[config.mk]
export PLATFORM = sky130hd
export DESIGN_NAME = im_loader
export DESIGN_NICKNAME = d
export VERILOG_FILES = /design/src/rtl/im_loader.sv
export SDC_FILE = /design/constraint.sdc
export NUM_CORES = 1
export LEC_CHECK = 0
export ABC_AREA = 1
export CAP_MARGIN = 30
export CORE_MARGIN = 4
export CORE_UTILIZATION = 48
export CTS_CLUSTER_DIAMETER = 80
export DETAILED_ROUTE_END_ITERATION = 16
export PLACE_DENSITY_LB_ADDON = 0.05
export SLEW_MARGIN = 20
export SYNTH_ARGS = -nofsm -noshare
export SYNTH_HDL_FRONTEND = slang
export SYNTH_SLANG_ARGS = --single-unit
[constraint.sdc]
create_clock -name clk -period 5.26 [get_ports clk]
set_input_delay 1.315 -clock clk [delete_from_list [all_inputs] [get_ports clk]]
set_output_delay 1.315 -clock clk [all_outputs]
set_load 0.005 [all_outputs]
[src/rtl/im_loader.sv]
// Streaming loader: header word then a burst of fields into the instruction memory.
// Optional trailing XOR checksum word when IM_LOAD_CHECKSUM_EN is defined.
module im_loader #(
   parameter int DATA_WIDTH = 32,
   parameter int FIELDS     = 32,
   parameter int MEM_SIZE   = 2
) (
   input  logic                  clk,
   input  logic                  reset,
   input  logic                  start,
   input  logic                  s_valid,
   input  logic [DATA_WIDTH-1:0] s_data,
   output logic                  s_ready,
   output logic [31:0]           wr_addr_ext_im,
   output logic [DATA_WIDTH-1:0] wr_data_ext_im,
   output logic                  wr_en_ext_im,
   output logic                  busy,
   output logic                  done,
   output logic                  error
);

   localparam int DEPTH = MEM_SIZE * FIELDS;

`ifdef IM_LOAD_CHECKSUM_EN
   typedef enum logic [2:0] {
      IDLE   = 3'd0,
      HEADER = 3'd1,
      DATA   = 3'd2,
      CHECK  = 3'd3,
      FIN    = 3'd4
   } state_t;
`else
   typedef enum logic [2:0] {
      IDLE   = 3'd0,
      HEADER = 3'd1,
      DATA   = 3'd2,
      FIN    = 3'd4
   } state_t;
`endif

   state_t state_q;
   state_t state_d;

   logic [15:0]           base_q;
   logic [15:0]           count_q;
   logic [15:0]           k_q;
   logic [15:0]           k_inc;
   logic [15:0]           hdr_base;
   logic [15:0]           hdr_cnt;
   logic                  range_bad;
   logic                  last;
   logic                  hdr_ld;
   logic                  wr_fire;
   logic                  err_set;
   logic                  err_clr;
   logic                  error_q;
   logic                  wr_en_q;
   logic [31:0]           wr_addr_q;
   logic [DATA_WIDTH-1:0] wr_data_q;
`ifdef IM_LOAD_CHECKSUM_EN
   logic [DATA_WIDTH-1:0] csum_q;
`endif

   assign hdr_base  = s_data[31:16];
   assign hdr_cnt   = s_data[15:0];
   assign range_bad = ({1'b0, hdr_base} + {1'b0, hdr_cnt}) > 17'(DEPTH);
   assign k_inc     = k_q + 16'd1;
   assign last      = (k_inc == count_q);
   assign err_clr   = (state_q == IDLE) && start;

   // State register
   always_ff @(posedge clk or negedge reset) begin
      if (!reset) state_q <= IDLE;
      else        state_q <= state_d;
   end

   // Next-state decode and handshake/status outputs
   always_comb begin
      state_d = state_q;
      s_ready = 1'b0;
      busy    = 1'b0;
      done    = 1'b0;
      hdr_ld  = 1'b0;
      wr_fire = 1'b0;
      err_set = 1'b0;
      unique case (state_q)
         IDLE: begin
            if (start) state_d = HEADER;
         end
         HEADER: begin
            s_ready = 1'b1;
            busy    = 1'b1;
            if (s_valid) begin
               hdr_ld = 1'b1;
               if (range_bad) begin
                  err_set = 1'b1;
                  state_d = FIN;
               end else if (hdr_cnt == 16'd0) begin
`ifdef IM_LOAD_CHECKSUM_EN
                  state_d = CHECK;
`else
                  state_d = FIN;
`endif
               end else begin
                  state_d = DATA;
               end
            end
         end
         DATA: begin
            s_ready = 1'b1;
            busy    = 1'b1;
            if (s_valid) begin
               wr_fire = 1'b1;
               if (last) begin
`ifdef IM_LOAD_CHECKSUM_EN
                  state_d = CHECK;
`else
                  state_d = FIN;
`endif
               end
            end
         end
`ifdef IM_LOAD_CHECKSUM_EN
         CHECK: begin
            s_ready = 1'b1;
            busy    = 1'b1;
            if (s_valid) begin
               err_set = (s_data != csum_q);
               state_d = FIN;
            end
         end
`endif
         FIN: begin
            done    = 1'b1;
            state_d = IDLE;
         end
         default: state_d = IDLE;
      endcase
   end

   // Header capture, write port registers, field index and sticky error
   always_ff @(posedge clk or negedge reset) begin
      if (!reset) begin
         base_q    <= '0;
         count_q   <= '0;
         k_q       <= '0;
         error_q   <= 1'b0;
         wr_en_q   <= 1'b0;
         wr_addr_q <= '0;
         wr_data_q <= '0;
      end else begin
         wr_en_q <= wr_fire;
         if (hdr_ld) begin
            base_q  <= hdr_base;
            count_q <= hdr_cnt;
            k_q     <= '0;
         end
         if (wr_fire) begin
            wr_addr_q <= {16'd0, base_q} + {16'd0, k_q};
            wr_data_q <= s_data;
            k_q       <= k_inc;
         end
         if (err_clr)      error_q <= 1'b0;
         else if (err_set) error_q <= 1'b1;
      end
   end

`ifdef IM_LOAD_CHECKSUM_EN
   // Running XOR of the data words of the current load
   always_ff @(posedge clk or negedge reset) begin
      if (!reset)       csum_q <= '0;
      else if (err_clr) csum_q <= '0;
      else if (wr_fire) csum_q <= csum_q ^ s_data;
   end
`endif

   assign wr_en_ext_im   = wr_en_q;
   assign wr_addr_ext_im = wr_addr_q;
   assign wr_data_ext_im = wr_data_q;
   assign error          = error_q;

endmodule

==> flow_metrics.env <==
export IMPL_clkSinkCount=102
export IMPL_route_detailed_drc=0
export IMPL_num_nets_final=1036
export IMPL_design_area_mm2=0.00770
export IMPL_ir_drop_v=0.000185
export IMPL_synth_seq_area_share_pct=39.9
export IMPL_hpwl_um=14200
export IMPL_dieWidth_um=124
export IMPL_grt_first_pass_wirelength_um=29200
export IMPL_die_h_um=124
export IMPL_ctsHoldBuffers=0
export IMPL_fin_worst_skew_ns=0.00969
export IMPL_syn_area_mm2=0.00640
export IMPL_rr_worst_depth=14
export IMPL_htree_levels=3
export IMPL_grt_pass1_vias=5696
export IMPL_crit_chain="clkdlybuf4s50_1, ha_1, fa_1, or2_2, nor2_1, nand3_1, nor2_1, nand2_1, nand2_1, nand3_1, nor2_1, nand3_1, nand2_1, a21oi_2"
export IMPL_port_buffers=89
export IMPL_die_area_mm2=0.0153
export IMPL_worstPathArrival_ns=3.77
export IMPL_min_path_type="register to register"
export IMPL_cp_slowest_stage_delay_ns=0.52
export IMPL_core_area_mm2=0.0128
export IMPL_num_rows=41
export IMPL_drt_pass1_iter_count=5
export IMPL_cp_start_kind="input pin"
export IMPL_drt_vias_per_instance=5.19
export IMPL_synth_cell_type_count=42
export IMPL_drt_total_wl_um=18300
export IMPL_post_cts_buffers=0
export IMPL_area_growth_pct=20.3
export IMPL_r2r_end="wr_addr_ext_im[10]$_DFFE_PN0P_"
export IMPL_status="finished, final reports clean"
export IMPL_routedLengthMet1_um=8180
export IMPL_gr_total_overflow=0
export IMPL_placed_area_mm2=0.00739
export IMPL_crit_buf_inv=1
export IMPL_drive_gt1_share_pct=4.85
export IMPL_detail_route_antenna_nets=0
export IMPL_start_util_pct=49.9
export IMPL_antenna_found_initial=0
export IMPL_n_antenna_cell=0
export IMPL_grt_max_degree=94
export IMPL_ys_seq_elements=102
export IMPL_synth_cells=882
export IMPL_min_period_ns=3.51
export IMPL_synth_largest_area_cell="dfrtp_1"
export IMPL_power_leakage_nw=3.90
export IMPL_cts_buffers_inserted=9
export IMPL_yosys_warnings=0
export IMPL_dr_first_iter_drc_count=494
export IMPL_rsz0062_at_grt="false"
export IMPL_synthTopCellsByArea="dfrtp_1 40%, nand2_1 17%, inv_1 7.0%"
export IMPL_clock_latency_ns=0.36
export IMPL_hold_ws_ns=0.478
export IMPL_highest_layer="met4"
export IMPL_timing_rr_start="k_q[0]$_DFFE_PN0P_"
export IMPL_relSlewSlack_pct=43.3
export IMPL_gp_congestion=0.901
export IMPL_cp_top_family="simple AND/OR/NAND/NOR gates"
export IMPL_grt_total_usage_pct=25.1
export IMPL_cts_root_buf="clkbuf_16"
export IMPL_cts_tree="yes"
export IMPL_min_from="wr_data_ext_im[17]$_DFFE_PN0P_"
export IMPL_required_ns=5.51
export IMPL_crit_slowest_cell="clkdlybuf4s50_1"
export IMPL_holdPathEnd="wr_data_ext_im[17]$_DFFE_PN0P_"
export IMPL_cts_resized_gates=0
export IMPL_setup_tns_ns=0
export IMPL_path_max_fanout=4
export IMPL_pin_count=105
export IMPL_power_density_mw_per_mm2=327
export IMPL_endpoint_kind="register"
export IMPL_critPathKind="input pin to register"
export IMPL_vias=5924
export IMPL_synth_area_per_cell_um2=7.26
export IMPL_setup_violations=0
export IMPL_fmax_mhz=285
export IMPL_hold_viol=0
export IMPL_drv_cap=0
export IMPL_synth_top_area_share_pct=39.9
export IMPL_rrSetupSlack_ns=2.68
export IMPL_fin_crit_sh_pct=66.8
export IMPL_whs_path_depth=2
export IMPL_clkTransAtPathRegs_ns=0.07
export IMPL_worst_slew_pin_slew_ns=0.850
export IMPL_slew_viol_final=0
export IMPL_cts_buffer_depth=2
export IMPL_met2_wirelength_um=8550
export IMPL_routedWlPerCell_um=16.0
export IMPL_wl_met3_um=1160
-- layout make-up --
cell class                 instances  area [µm²]
fill                            1237        5120
timing repair buffer              93         918
clock inverter                     7        82.6
tap                              172         215
sequential                       102        2550
clock buffer                       9         225
multi-input combinational        635        3240
inverter                         124         465
-- state kept, by name, indices dropped and copies added (netlist names) --
register and flops:
wr_addr_ext_im 17, wr_data_ext_im 32, k_q 16, wr_en_ext_im 1
base_q 16, state_q 3, count_q 16, error 1
-- cell usage after synthesis --
library cell  count
dfrtp_1         102
nand2_2           5
o21ai_0          78
or2_2             6
a21o_1            4
a31oi_1           4
conb_1            1
nor2_2            2
a221oi_1          1
nor4_1            4
nand2_4           1
nor3_2            1
buf_4            16
xnor3_4           1
nor2_1           48
nand3_1          56
nand2_1         284
ha_1             33
nand3_2           1
clkbuf_1         16
o211ai_1          1
clkinv_1          1
nor3_1            5
xor2_1            7
nor3b_1           1
a211oi_1          1
xnor3_2           1
a21oi_2           1
inv_2             3
inv_1           120
fa_1              2
and2_1            3
o22ai_1          11
nand4_1           8
nand3b_1          4
a21oi_1          26
o21ai_1           8
o31ai_1           2
or2_1             1
xnor2_1           5
buf_2             3
nor2_4            4
-- through the flow --
step	util, %	setup slack (ns)	std cells	power [W]
finish	60.1	1.75	1142	0.00252
global route	60.1	1.54	1142	0.00269
CTS	60.1	1.76	1142	0.00253
detailed placement	57.7	1.38	1126	0.00183
global placement	57.7	1.45	1126	0.00181
floorplan	-	2.17	896	0.00155
-- placed cells by master, fill, tap and decap left out, types with 4 or more instances in the layout --
master	instances
nand2_1	284
nor2_4	4
nor4_1	4
o22ai_1	11
nand3b_1	4
nand4_1	8
clkdlybuf4s50_1	88
nand2_2	5
nand3_1	56
nor3_1	5
a21oi_1	26
o21ai_0	78
dfrtp_1	102
o21ai_1	8
ha_1	33
or2_2	6
a31oi_1	4
xor2_1	7
nor2_1	48
xnor2_1	5
conb_1	15
inv_1	120
a21o_1	4
clkbuf_16	9
buf_4	5
-- worst max path at each step --
stage | cells past startpoint | endpoint | start | slack [ns]
3_3_place_gp | 14 | state_q[2]$_DFFE_PN0P_ | s_data[0] | 1.45
3_5_place_dp | 14 | state_q[2]$_DFFE_PN0P_ | s_data[0] | 1.38
6_report | 14 | state_q[2]$_DFFE_PN0P_ | s_data[0] | 1.75
4_1_cts | 14 | state_q[2]$_DFFE_PN0P_ | s_data[0] | 1.76
5_1_grt | 16 | error$_DFFE_PN0P_ | s_data[0] | 1.54
2_1_floorplan | 13 | state_q[2]$_DFFE_PN0P_ | s_data[0] | 2.17
-- layer usage --
| layer | track usage (%) | vias up |
|---|---|---|
| li1 | - | 2959 |
| met1 | 33.8 | 2750 |
| met2 | 40.7 | 189 |
| met3 | 5.49 | 26 |
| met4 | 7.68 | 0 |
| met5 | 0 | - |
-- kinds of logic (layout without fill, tap and decap cells) --
kind of cell | count (synthesis) | after routing | share of synthesized area, %
other cells | 1 | 15 | 0.0586
flops | 102 | 102 | 39.9
buf+inv | 159 | 233 | 10.3
compound gates | 137 | 137 | 11.4
fa+ha+maj | 35 | 35 | 7.07
simple gates | 434 | 434 | 28.8
xor+xnor | 14 | 14 | 2.42
-- worst register-to-register path, cell delays in order, from the launching register on --
cell     delay [ns]
dfrtp_1        0.52
ha_1           0.23
inv_1          0.07
fa_1           0.40
inv_1          0.08
nand3_1        0.06
nand2_1        0.14
nand2_1        0.09
nand2_1        0.07
a21oi_1        0.09
o21ai_0        0.30
nand2_1        0.15
nand3_1        0.11
nand2_1        0.06
a31oi_1        0.12
-- where the power goes --
part	total, W	switching, W	internal (W)
registers	0.00104	0.000106	0.000931
logic	0.000783	0.000457	0.000327
clock network	0.000696	0.000320	0.000376
Power figures use the tool's default switching activity.
